[src/rtl/channel_scan_ctrl.sv]
// Channel selection between DIP switches, LEDs and the ADC SPI master.
// Switches are synchronised and debounced; manual or mask-scan modes update the address only at conversion boundaries.
module channel_scan_ctrl #(
  parameter int          N_CH            = 8,
  parameter int          ADDR_W          = $clog2(N_CH),
  parameter logic [15:0] DEBOUNCE_CYCLES = 16'd50000,
  parameter int          SCAN_DWELL      = 4
) (
  input  logic              clk,
  input  logic              resetn,
  input  logic [N_CH-1:0]   sw,
  input  logic              scan_en,
  input  logic              conv_done,
  input  logic              spi_idle,
  output logic [ADDR_W-1:0] ch_addr,
  output logic              ch_valid,
  output logic              ch_changed,
  output logic [N_CH-1:0]   led,
  output logic              sw_error
);

  localparam logic [1:0]  ST_IDLE   = 2'd0;
  localparam logic [1:0]  ST_MANUAL = 2'd1;
  localparam logic [1:0]  ST_SCAN   = 2'd2;
  localparam logic [15:0] DB_LAST   = DEBOUNCE_CYCLES - 16'd1;
  localparam int          DW_W      = $clog2(SCAN_DWELL + 1);
  localparam logic [DW_W-1:0] DWELL_LAST = DW_W'(SCAN_DWELL - 1);

  function automatic logic is_onehot(input logic [N_CH-1:0] v);
    return (v != '0) && ((v & (v - N_CH'(1'b1))) == '0);
  endfunction

  function automatic logic [ADDR_W-1:0] lowest_idx(input logic [N_CH-1:0] v);
    logic [ADDR_W-1:0] idx;
    idx = '0;
    for (int i = N_CH - 1; i >= 0; i--) begin
      if (v[i]) idx = ADDR_W'(i);
      else      idx = idx;
    end
    return idx;
  endfunction

  // First set mask bit strictly above cur, wrapping; returns cur when it is the only set bit.
  function automatic logic [ADDR_W-1:0] next_bit(input logic [N_CH-1:0] mask,
                                                 input logic [ADDR_W-1:0] cur);
    logic [ADDR_W-1:0] nxt;
    logic              found;
    int                j;
    nxt   = cur;
    found = 1'b0;
    for (int k = 1; k <= N_CH; k++) begin
      j = (int'(cur) + k) % N_CH;
      if (!found && mask[j]) begin
        nxt   = ADDR_W'(j);
        found = 1'b1;
      end else begin
        nxt   = nxt;
      end
    end
    return nxt;
  endfunction

  logic [N_CH:0]       sync1_r, sync2_r, prev_r, stable_r;
  logic [15:0]         db_cnt_r;
  logic [1:0]          state_r, state_nxt_s;
  logic [DW_W-1:0]     dwell_r, dwell_nxt_s;
  logic [ADDR_W-1:0]   addr_nxt_s, man_addr_s, adv_addr_s, enter_addr_s;
  logic                valid_nxt_s, apply_s, man_ok_s, mask_ok_s, in_mask_s, scan_stable_s;
  logic [N_CH-1:0]     sw_stable_s;

  // Target selection and the mode FSM, evaluated only on apply cycles.
  always_comb begin
    sw_stable_s   = stable_r[N_CH-1:0];
    scan_stable_s = stable_r[N_CH];
    apply_s       = conv_done | spi_idle | (state_r == ST_IDLE);
    man_ok_s      = is_onehot(sw_stable_s);
    man_addr_s    = lowest_idx(sw_stable_s);
    mask_ok_s     = |sw_stable_s;
    in_mask_s     = sw_stable_s[ch_addr];
    adv_addr_s    = next_bit(sw_stable_s, ch_addr);
    enter_addr_s  = in_mask_s ? ch_addr : adv_addr_s;
    state_nxt_s   = state_r;
    addr_nxt_s    = ch_addr;
    valid_nxt_s   = ch_valid;
    dwell_nxt_s   = dwell_r;
    if (apply_s) begin
      case (state_r)
        ST_IDLE: begin
          if (scan_stable_s && mask_ok_s) begin
            state_nxt_s = ST_SCAN;
            valid_nxt_s = 1'b1;
            addr_nxt_s  = enter_addr_s;
            dwell_nxt_s = '0;
          end else if (!scan_stable_s && man_ok_s) begin
            state_nxt_s = ST_MANUAL;
            valid_nxt_s = 1'b1;
            addr_nxt_s  = man_addr_s;
          end else begin
            state_nxt_s = ST_IDLE;
          end
        end
        ST_MANUAL: begin
          if (scan_stable_s && mask_ok_s) begin
            state_nxt_s = ST_SCAN;
            addr_nxt_s  = enter_addr_s;
            dwell_nxt_s = '0;
          end else if (scan_stable_s) begin
            state_nxt_s = ST_IDLE;
            valid_nxt_s = 1'b0;
          end else if (man_ok_s) begin
            addr_nxt_s  = man_addr_s;
          end else begin
            addr_nxt_s  = ch_addr;
          end
        end
        ST_SCAN: begin
          if (!scan_stable_s) begin
            state_nxt_s = ST_MANUAL;
            addr_nxt_s  = man_ok_s ? man_addr_s : ch_addr;
          end else if (!mask_ok_s) begin
            state_nxt_s = ST_IDLE;
            valid_nxt_s = 1'b0;
          end else if (!in_mask_s) begin
            addr_nxt_s  = adv_addr_s;
            dwell_nxt_s = '0;
          end else if (conv_done && dwell_r == DWELL_LAST) begin
            addr_nxt_s  = adv_addr_s;
            dwell_nxt_s = '0;
          end else if (conv_done) begin
            dwell_nxt_s = dwell_r + DW_W'(1'b1);
          end else begin
            dwell_nxt_s = dwell_r;
          end
        end
        default: begin
          state_nxt_s = ST_IDLE;
          valid_nxt_s = 1'b0;
        end
      endcase
    end else begin
      state_nxt_s = state_r;
    end
  end

  // Input conditioning, state and registered outputs.
  always_ff @(posedge clk) begin
    if (!resetn) begin
      sync1_r    <= '0;
      sync2_r    <= '0;
      prev_r     <= '0;
      stable_r   <= '0;
      db_cnt_r   <= 16'd0;
      state_r    <= ST_IDLE;
      dwell_r    <= '0;
      ch_addr    <= '0;
      ch_valid   <= 1'b0;
      ch_changed <= 1'b0;
      led        <= '0;
      sw_error   <= 1'b0;
    end else begin
      sync1_r <= {scan_en, sw};
      sync2_r <= sync1_r;
      prev_r  <= sync2_r;
      if (sync2_r != prev_r)      db_cnt_r <= 16'd0;
      else if (db_cnt_r != DB_LAST) db_cnt_r <= db_cnt_r + 16'd1;
      else                        db_cnt_r <= db_cnt_r;
      if (db_cnt_r == DB_LAST && prev_r != stable_r) stable_r <= prev_r;
      else                                           stable_r <= stable_r;
      state_r    <= state_nxt_s;
      dwell_r    <= dwell_nxt_s;
      ch_addr    <= addr_nxt_s;
      ch_valid   <= valid_nxt_s;
      ch_changed <= (addr_nxt_s != ch_addr);
      led        <= valid_nxt_s ? (N_CH'(1'b1) << addr_nxt_s) : '0;
      sw_error   <= !scan_stable_s && !man_ok_s;
    end
  end

endmodule
[config.mk]
export PLATFORM = sky130hd
export DESIGN_NAME = channel_scan_ctrl
export DESIGN_NICKNAME = d
export VERILOG_FILES = /design/src/rtl/channel_scan_ctrl.sv
export SDC_FILE = /design/constraint.sdc
export NUM_CORES = 1
export LEC_CHECK = 0
export ABC_AREA = 1
export CORE_MARGIN = 2
export CORE_UTILIZATION = 45
export DETAILED_ROUTE_END_ITERATION = 12
export HOLD_SLACK_MARGIN = 0.1
export PLACE_DENSITY = 0.74
export SLEW_MARGIN = 20
export SYNTH_ARGS = -nofsm -noshare
export SYNTH_HDL_FRONTEND = slang
export SYNTH_SLANG_ARGS = --single-unit
[constraint.sdc]
create_clock -name clk -period 3.95 [get_ports clk]
set_input_delay 0.395 -clock clk [delete_from_list [all_inputs] [get_ports clk]]
set_output_delay 0.395 -clock clk [all_outputs]
set_load 0.01 [all_outputs]
==> results.yml, run 1 <==
run_status:
  outcome: "finished, final reports clean"
synthesis:
  synthFlopType: "dfxtp_1"
  synth_top_family_by_area: "simple AND/OR/NAND/NOR gates"
  synthAdderAreaFrac: 0.01258
  synth_compound_area_frac: 0.1371
  ys_ff_latch: 71
  synth.avg_cell_area_sq_um: 6.654
  synth-simple-area-share: 0.3513
  async_reset_ff_frac: 0
  yosysSeqAreaShare: 0.3572
  synth.mux.area_fraction: 0
  postSynthCellCount: 598
  synth_fp_nets: 615
  synth_edf_count: 0
  synth_cell_types: 48
  yosys.area_share.xor_xnor: 0.02673
  synthesis.area_sq_um: 3979
  yosysWarnings: 0
drt:
  drt_first_pass_iters: 5
  drt-total-wl_um: 8499
  first_iter_violations: 295
  drc: 0
  via_per_inst: 5.217
  wl_per_cell_um: 11.58
  num_vias: 3829
  antenna_left: 0
timing:
  finalSetupViolCount: 0
  fin_skew_ns: 0.01250
  tightest_slew_ns: 0.7353
  fin_crit_ns: 3.011
  tns_ns: 0
  finalCritPeriodShare: 0.7622
  rsz0062_at_grt: "false"
  hold_violations: 0
  slew_viol_final: 0
  max_freq_mhz: 332.2
  relSlewSlack: 0.5065
  worst_slack_ns: 0.9394
setup_path:
  worstPathRequired_ns: 4.18
  worst_path_max_delay_cell: "ha_1"
  crit_top_cell: "nand2_1"
  worst-setup-path-type: "flop to flop"
  arrival_ns: 3.24
  critical_path.max_stage_delay_ns: 0.40
  cp_top_family: "simple AND/OR/NAND/NOR gates"
  endpoint_kind: "flop"
  worstPathMaxFanout: 14
  cp-start-kind: "flop"
  path_cells: "inv_4, ha_1, inv_1, nand3_1, nand2_1, nand2_1, nand2_2, nand3_1, nor2_2, nand3_1, nand2_1, nand2_1, nand3_1, nand2_1, nand2_1, nand2_1, nand2_1, nand2_1, nand2_1, nand2_1, nand2_1, nand3_1, nor2_1, nor2_1"
  crit_buf_inv: 2
floorplan:
  core_area_sq_um: 8636
  start_util: 0.4607
  die_w_um: 98.03
  die_area_sq_um: 9610
  rows: 34
  die_y_um: 98.03
  io_pins: 27
run:
  cap_violations: 0
cells_and_area:
  fin_nets: 638
  final_common_cell: "nand2_1"
  diodes: 0
  drive_gt1_frac: 0.08946
  area_growth_pct: 12.74
  layout_common_cells: "nand2_1 (173), inv_1 (84), dfxtp_1 (71)"
  post-route-util: 0.5194
clock_tree:
  worst_skew_pair.late_latency_ns: 0.34
  numCtsBuffers: 9
  clockBufferDepth: 2
  cts.sinks: 71
  path_clk_slew_ns: 0.08
  htree_levels: 3
  cts_resized: 0
  cts_tree: "built"
  cts_hold_buf: 0
  post-cts-setup-buffer-count: 0
  clockRootBuffer: "clkbuf_8"
hold_path:
  hold_path_class: "flop to flop"
power:
  power.total_mw: 1.317
  leakagePower_nw: 2.043
  vdd_ir_drop_max_uv: 365.6
  power_density_nw_per_um2: 293.5
placed_design:
  gp_congestion: 0.8994
  place_ws_ns: 0.9809
  place_hpwl_um: 6417
  port_buffers: 26
global_route:
  grt_pass1_wl_um: 14610
  overflow: 0
  grt_usage: 0.1824
  grt_max_degree: 42
  grt_pass1_vias: 3366
  grt_antenna_before_repair: 0
## metrics by stage
step	area [sq um]	hold WS, ns	cells
floorplan	3979	0.3905	598
global placement	4294	0.3917	718
detailed placement	4294	0.3974	718
CTS	4479	0.4168	734
global route	4486	0.4309	734
finish	4486	0.4149	734
## power by group
part           switching, mW  leakage (nW)  total [mW]  internal (mW)
logic                 0.0274          1.38      0.0515         0.0241
registers            0.00638         0.577       0.734          0.728
clock network          0.292        0.0888       0.531          0.239
total                  0.325          2.04        1.32          0.991
## flip-flops by register name, indices dropped and copies added, names as in the netlist
register    cells
db_cnt_r       16
stable_r        9
dwell_r         3
sync2_r         9
prev_r          9
sw_error        1
ch_valid        1
ch_changed      1
sync1_r         9
ch_addr         3
state_r         2
led             8
## cell type report
class / count / area, sq um
fill: 821 / 4150
multi-input combinational: 417 / 2106
sequential: 71 / 1421
inverter: 92 / 347.8
timing repair buffer: 30 / 290.3
tap: 108 / 135.1
clock buffer: 9 / 123.9
clock inverter: 7 / 61.31
## cell usage after synthesis, drive strengths merged (2+ instances only)
master  count  area share
clkbuf     10       0.010
xnor2       5       0.011
a31oi       3      0.0047
nand3      48       0.071
xor2        5       0.016
nor3        9       0.013
dfxtp      71        0.36
a211oi      5      0.0094
ha          4       0.013
nand2     182        0.18
nor2       59       0.064
inv        92       0.087
o22ai       5      0.0079
o21ai      31       0.044
o21a        3      0.0057
buf         8       0.018
a21oi      37       0.047
or2         2      0.0031
nand4       8       0.016
## cell families after synthesis
logic type / count (synthesis)
adder cells (fa/ha/maj): 4
XOR/XNOR: 10
buffers and inverters: 110
AO/OA/AOI/OAI: 93
flip-flops: 71
AND/OR/NAND/NOR: 310
## worst register-to-register path, cell delays in order (launching register included)
cell,delay (ns)
dfxtp_1,0.38
inv_4,0.11
ha_1,0.41
inv_1,0.22
nand3_1,0.14
nand2_1,0.10
nand2_1,0.07
nand2_2,0.14
nand3_1,0.11
nor2_2,0.13
nand3_1,0.08
nand2_1,0.08
nand2_1,0.06
nand3_1,0.07
nand2_1,0.05
nand2_1,0.05
nand2_1,0.04
nand2_1,0.07
nand2_1,0.06
nand2_1,0.18
nand2_1,0.07
nand2_1,0.06
nand3_1,0.07
nor2_1,0.09
nor2_1,0.04
## metal layers
layer	routed length [um]	track usage	vias to the layer above
met4	260	0.08226	0
met5	0	0	-
li1	-	-	1952
met1	3900	0.2364	1731
met3	528	0.03293	22
met2	3809	0.2966	124
## path summary, 6_finish.rpt
kind,start,end,slack (ns),cells past startpoint
max,ch_addr[0]$_SDFF_PN0_,ch_changed$_SDFF_PN0_,0.94,24
min,sync1_r[6]$_SDFF_PN0_,sync2_r[6]$_SDFF_PN0_,0.41,2
max reg2reg,ch_addr[0]$_SDFF_PN0_,ch_changed$_SDFF_PN0_,0.94,24
min reg2reg,sync1_r[6]$_SDFF_PN0_,sync2_r[6]$_SDFF_PN0_,0.41,2
(Power assumes the default switching activity.)
==> run 2: changes to the inputs <==
==> constraint.sdc (replaced) <==
create_clock -name clk -period 3.1 [get_ports clk]
set_input_delay 0.31 -clock clk [delete_from_list [all_inputs] [get_ports clk]]
set_output_delay 0.31 -clock clk [all_outputs]
set_load 0.01 [all_outputs]
==> run 2 against run 1 <==
Critical path type unchanged. Largest power group unchanged. First-iteration DRC count down 2.4%. Highest routed layer unchanged. Maximum frequency up 6.6%. Setup slack worse by 0.66 ns. Non-clock buffer count up 3. Critical path depth down 5. Die area unchanged. Design area up 1.4%.
==> results.yml, run 2 (synthesis gave the netlist of run 1 again) <==
floorplan:
  die_area_sq_um: 9610
  rows: 34
  io_pins: 27
  start_util: 0.4607
  die_w_um: 98.03
  die_y_um: 98.03
  core_area_sq_um: 8636
setup_path:
  worst_path_max_delay_cell: "dfxtp_1"
  arrival_ns: 3.10
  endpoint_kind: "flop"
  worstPathMaxFanout: 7
  critical_path.max_stage_delay_ns: 0.53
  worst-setup-path-type: "flop to flop"
  worstPathRequired_ns: 3.38
  cp-start-kind: "flop"
  crit_top_cell: "nand2_1"
  path_cells: "buf_4, xor2_4, inv_1, o21ai_2, inv_1, nor2_2, nor2_1, nand2_1, nand2_1, nand2_1, nand3_1, nand2_1, nand2_1, nand2_1, nand2_1, nand2_1, o21ai_2, or2_1, nor2_1"
cells_and_area:
  area_growth_pct: 14.34
  layout_common_cells: "nand2_1 (172), inv_1 (83), dfxtp_1 (69)"
  design_area_sq_um: 4549
  final_common_cell: "nand2_1"
  regMostFlops: "db_cnt_r"
  diodes: 0
  fill_cells: 825
  drive_gt1_frac: 0.1002
  largest_reg_flops: 16
  fin_cells: 737
  fin_nets: 641
  post-route-util: 0.5268
power:
  power.total_mw: 1.742
  leakagePower_nw: 2.078
  power_density_nw_per_um2: 383.0
  vdd_ir_drop_max_uv: 377.7
clock_tree:
  clockRootBuffer: "clkbuf_8"
  htree_levels: 3
  clockBufferDepth: 2
  cts.sinks: 71
  path_clk_slew_ns: 0.09
  worst_skew_pair.late_latency_ns: 0.34
  cts_tree: "built"
  numCtsBuffers: 9
  cts_hold_buf: 0
global_route:
  grt_max_degree: 41
  grt_pass1_wl_um: 16170
  grt_pass1_vias: 3793
  overflow: 0
  grt_usage: 0.1993
  grt_antenna_before_repair: 0
timing:
  relSlewSlack: 0.5241
  finalSetupViolCount: 0
  holdWs_ns: 0.4153
  hold_violations: 0
  tns_ns: 0
  fin_skew_ns: 0.01258
  worst_slack_ns: 0.2748
  slew_viol_final: 0
  max_freq_mhz: 354.0
  fin_crit_ns: 2.825
  tightest_slew_ns: 0.7090
  finalCritPeriodShare: 0.9114
  rsz0062_at_grt: "false"
drt:
  drt-total-wl_um: 8943
  num_vias: 3810
  antenna_left: 0
  via_per_inst: 5.170
  first_iter_violations: 288
  drc: 0
  wl_per_cell_um: 12.13
  drt_first_pass_iters: 5
placed_design:
  dpl_cell_area_sq_um: 4317
  dp.cells: 721
  port_buffers: 26
  place_hpwl_um: 6748
  place_ws_ns: 0.1535
  gp_congestion: 0.8927
hold_path:
  hold_path_class: "flop to flop"
run_status:
  outcome: "finished, final reports clean"
run:
  cap_violations: 0
## run 2: worst max-delay path: cells and delay by family (launching register included)
kind	cells	cell delay [ns]
DFF	1	0.53
and+or+nand+nor	13	1.10
AOI/OAI and AO/OA	2	0.40
buffers and inverters	3	0.45
xor gates and xnor gates	1	0.27
## run 2: cell type report
cell class,count,area (sq um),share of cell area
Tap cell,108,135.1,0.02970
Clock inverter,7,78.83,0.01733
Inverter,92,350.3,0.07701
Sequential cell,71,1424,0.3130
Clock buffer,9,123.9,0.02723
Multi-Input combinational cell,417,2105,0.4626
Timing Repair Buffer,33,332.8,0.07316
## run 2: path summary, 6_finish.rpt
| kind | start | end | slack (ns) | cells after the start |
|---|---|---|---|---|
| max | ch_addr[2]$_SDFF_PN0_ | led[6]$_SDFF_PN0_ | 0.27 | 19 |
| min | sync1_r[0]$_SDFF_PN0_ | sync2_r[0]$_SDFF_PN0_ | 0.42 | 2 |
| max reg2reg | ch_addr[2]$_SDFF_PN0_ | led[6]$_SDFF_PN0_ | 0.27 | 19 |
| min reg2reg | sync1_r[0]$_SDFF_PN0_ | sync2_r[0]$_SDFF_PN0_ | 0.42 | 2 |
## run 2: what timing repair did
item | in CTS | in global routing
setup endpoints to repair | 0 | 10
resized for setup | 0 | 11
setup buffers | 0 | 0
## run 2: routing by layer
layer,part of all wire,GRT usage,wire [um]
met4,0.027,0.1004,243
met2,0.48,0.3435,4272
met5,0,0,0
met3,0.054,0.03508,480
met1,0.44,0.2380,3947
## run 2: report_power, final
group          switching, mW  internal (mW)
Clock                  0.361          0.381
Sequential           0.00832          0.927
Combinational         0.0338         0.0307
==> run 3: changes to the inputs <==
--- a/config.mk
+++ b/config.mk
@@ -7,10 +7,10 @@
 export LEC_CHECK = 0
 export ABC_AREA = 1
 export CORE_MARGIN = 2
-export CORE_UTILIZATION = 45
+export CORE_UTILIZATION = 59
 export DETAILED_ROUTE_END_ITERATION = 12
 export HOLD_SLACK_MARGIN = 0.1
-export PLACE_DENSITY = 0.74
+export PLACE_DENSITY = 0.9
 export SLEW_MARGIN = 20
 export SYNTH_ARGS = -nofsm -noshare
 export SYNTH_HDL_FRONTEND = slang
==> run 3 against run 2 <==
Sequential power hardly changed. Sequential share of layout area is 0.28 points lower. Maximum frequency is 1.1% higher. Largest power group unchanged. Register-to-register slack better by 0.03 ns. Clock-buffer cell count is 1 higher. Die area is 23% lower. Core utilization is 19 points higher. Global-route usage is 7.2 points higher. Critical path depth is 2 higher.
==> results.yml, run 3 (synthesis gave the netlist of run 1 again) <==
run_status:
  outcome: "finished, final reports clean"
floorplan:
  die_area_sq_um: 7417
  die_w_um: 86.12
  io_pins: 27
  rows: 29
  core_area_sq_um: 6422
  start_util: 0.6195
  die_y_um: 86.12
drt:
  drc: 0
  via_per_inst: 5.615
  wl_met1_um: 3766
  num_vias: 3987
  antenna_left: 0
  wl_per_cell_um: 13.61
  wl_met2_um: 4805
  first_iter_violations: 323
  dr_wl_met3_um: 745
  drt-total-wl_um: 9661
  highest_layer: "met4"
  drt_first_pass_iters: 5
clock_tree:
  cts_tree: "built"
  clockBufferDepth: 2
  worst_skew_pair.late_latency_ns: 0.35
  clockRootBuffer: "clkbuf_8"
  cts.sinks: 71
  path_clk_slew_ns: 0.08
  htree_levels: 3
  numCtsBuffers: 9
  cts_hold_buf: 0
setup_path:
  worstPathMaxFanout: 10
  arrival_ns: 3.08
  r2r_slack_ns: 0.30
  cp-startpoint: "ch_addr[0]$_SDFF_PN0_"
  cp-start-kind: "flop"
  path_cells: "buf_6, buf_4, nand2_1, nand3_1, nand2_1, nor2_1, inv_2, nand2_2, inv_2, nor2_1, nor2_1, nand3_1, nand2_1, nand2_1, nand2_1, nand2_1, nand2_1, nand2_2, inv_2, or2_1, nor2_1"
  r2r-start: "ch_addr[0]$_SDFF_PN0_"
  crit_top_cell: "nand2_1"
  worstPathRequired_ns: 3.39
  cp-endpoint: "led[6]$_SDFF_PN0_"
  rr_worst_depth: 21
  worst_path_max_delay_cell: "dfxtp_1"
  critical_path.max_stage_delay_ns: 0.40
  endpoint_kind: "flop"
  timing.rr.end: "led[6]$_SDFF_PN0_"
  worst-setup-path-type: "flop to flop"
timing:
  max_freq_mhz: 357.7
  worst_slack_ns: 0.3044
  fin_crit_ns: 2.796
  fin_skew_ns: 0.01041
  holdWs_ns: 0.4218
  tightest_slew_ns: 0.6898
  tns_ns: 0
  finalCritPeriodShare: 0.9018
  hold_violations: 0
  slew_viol_final: 0
  relSlewSlack: 0.5370
  finalSetupViolCount: 0
global_route:
  grt_usage: 0.2710
  overflow: 0
  grt_pass1_vias: 3917
  grt_max_degree: 41
  grt_pass1_wl_um: 16240
  grt_antenna_before_repair: 0
power:
  seqPwrFrac: 0.491
  p_sw_uw: 406.5
  vdd_ir_drop_max_uv: 399.6
  power.total_mw: 1.906
  p_comb_frac: 0.035
  leakagePower_nw: 2.118
  intPower_mw: 1.500
  power_density_nw_per_um2: 415.6
  p_sw_frac: 0.2132
  p_clk_frac: 0.474
placed_design:
  gp_congestion: 0.9686
  place_hpwl_um: 6860
  port_buffers: 26
  place_ws_ns: 0.1942
cells_and_area:
  regMostFlops: "db_cnt_r"
  fin_nets: 645
  layout_common_cells: "nand2_1 (172), inv_1 (83), dfxtp_1 (70)"
  final_common_cell: "nand2_1"
  diodes: 0
  drive_gt1_frac: 0.1027
  largest_reg_flops: 16
  area_growth_pct: 15.28
run:
  cap_violations: 0
hold_path:
  hold_path_class: "flop to flop"
  min-delay-start: "sync1_r[2]$_SDFF_PN0_"
  hold_depth: 2
[run 3: power groups by stage]
stage          sequential, mW  clock [mW]  combinational (mW)
6_report                0.936       0.903              0.0671
3_5_place_dp            0.957           0              0.0664
3_3_place_gp            0.956           0              0.0627
4_1_cts                 0.936       0.912              0.0674
2_1_floorplan           0.955           0              0.0388
5_1_grt                 0.937       0.947              0.0753
[run 3: worst max-delay path, delay by kind of cell, from the launching register on]
kind                   cells  cell delay [ns]
DFF                        1             0.40
buffers and inverters      5             0.47
and+or+nand+nor           16             1.90
[run 3: worst min-delay path by stage]
stage / end / slack, ns
floorplan: sync2_r[0]$_SDFF_PN0_ / 0.39
global placement: sync2_r[8]$_SDFF_PN0_ / 0.39
detailed placement: sync2_r[2]$_SDFF_PN0_ / 0.40
CTS: sync2_r[2]$_SDFF_PN0_ / 0.42
global route: sync2_r[8]$_SDFF_PN0_ / 0.44
finish: sync2_r[2]$_SDFF_PN0_ / 0.42
[run 3: metrics by stage]
| stage | std cells | util | area, sq um |
|---|---|---|---|
| final | 710 | 0.7142 | 4587 |
| after detailed placement | 690 | 0.6661 | 4278 |
| after global placement | 690 | 0.6661 | 4278 |
| after floorplan | 598 | - | 3979 |
| after global routing | 710 | 0.7142 | 4587 |
| after CTS | 706 | 0.7041 | 4522 |
[run 3: final cells by class]
type / count / area (sq um)
fillers: 480 / 1836
flip-flops and latches: 71 / 1423
well taps: 77 / 96.34
clock inverters: 6 / 116.4
multi-input cells: 417 / 2115
clock buffers: 10 / 127.6
repair buffers: 37 / 359.1
inverters: 92 / 350.3
[run 3: per-layer routing]
layer	GRT usage	vias to the layer above
met1	0.3006	1761
met2	0.4827	204
met3	0.05390	49
li1	-	1973
met5	0	-
met4	0.1472	0
[run 3: timing repair]
item                                    in CTS  in global routing
endpoints found under the setup margin       0                 10
buffers inserted                             0                  4
gates resized for setup                      0                 10
hold endpoints to repair                     0                  0
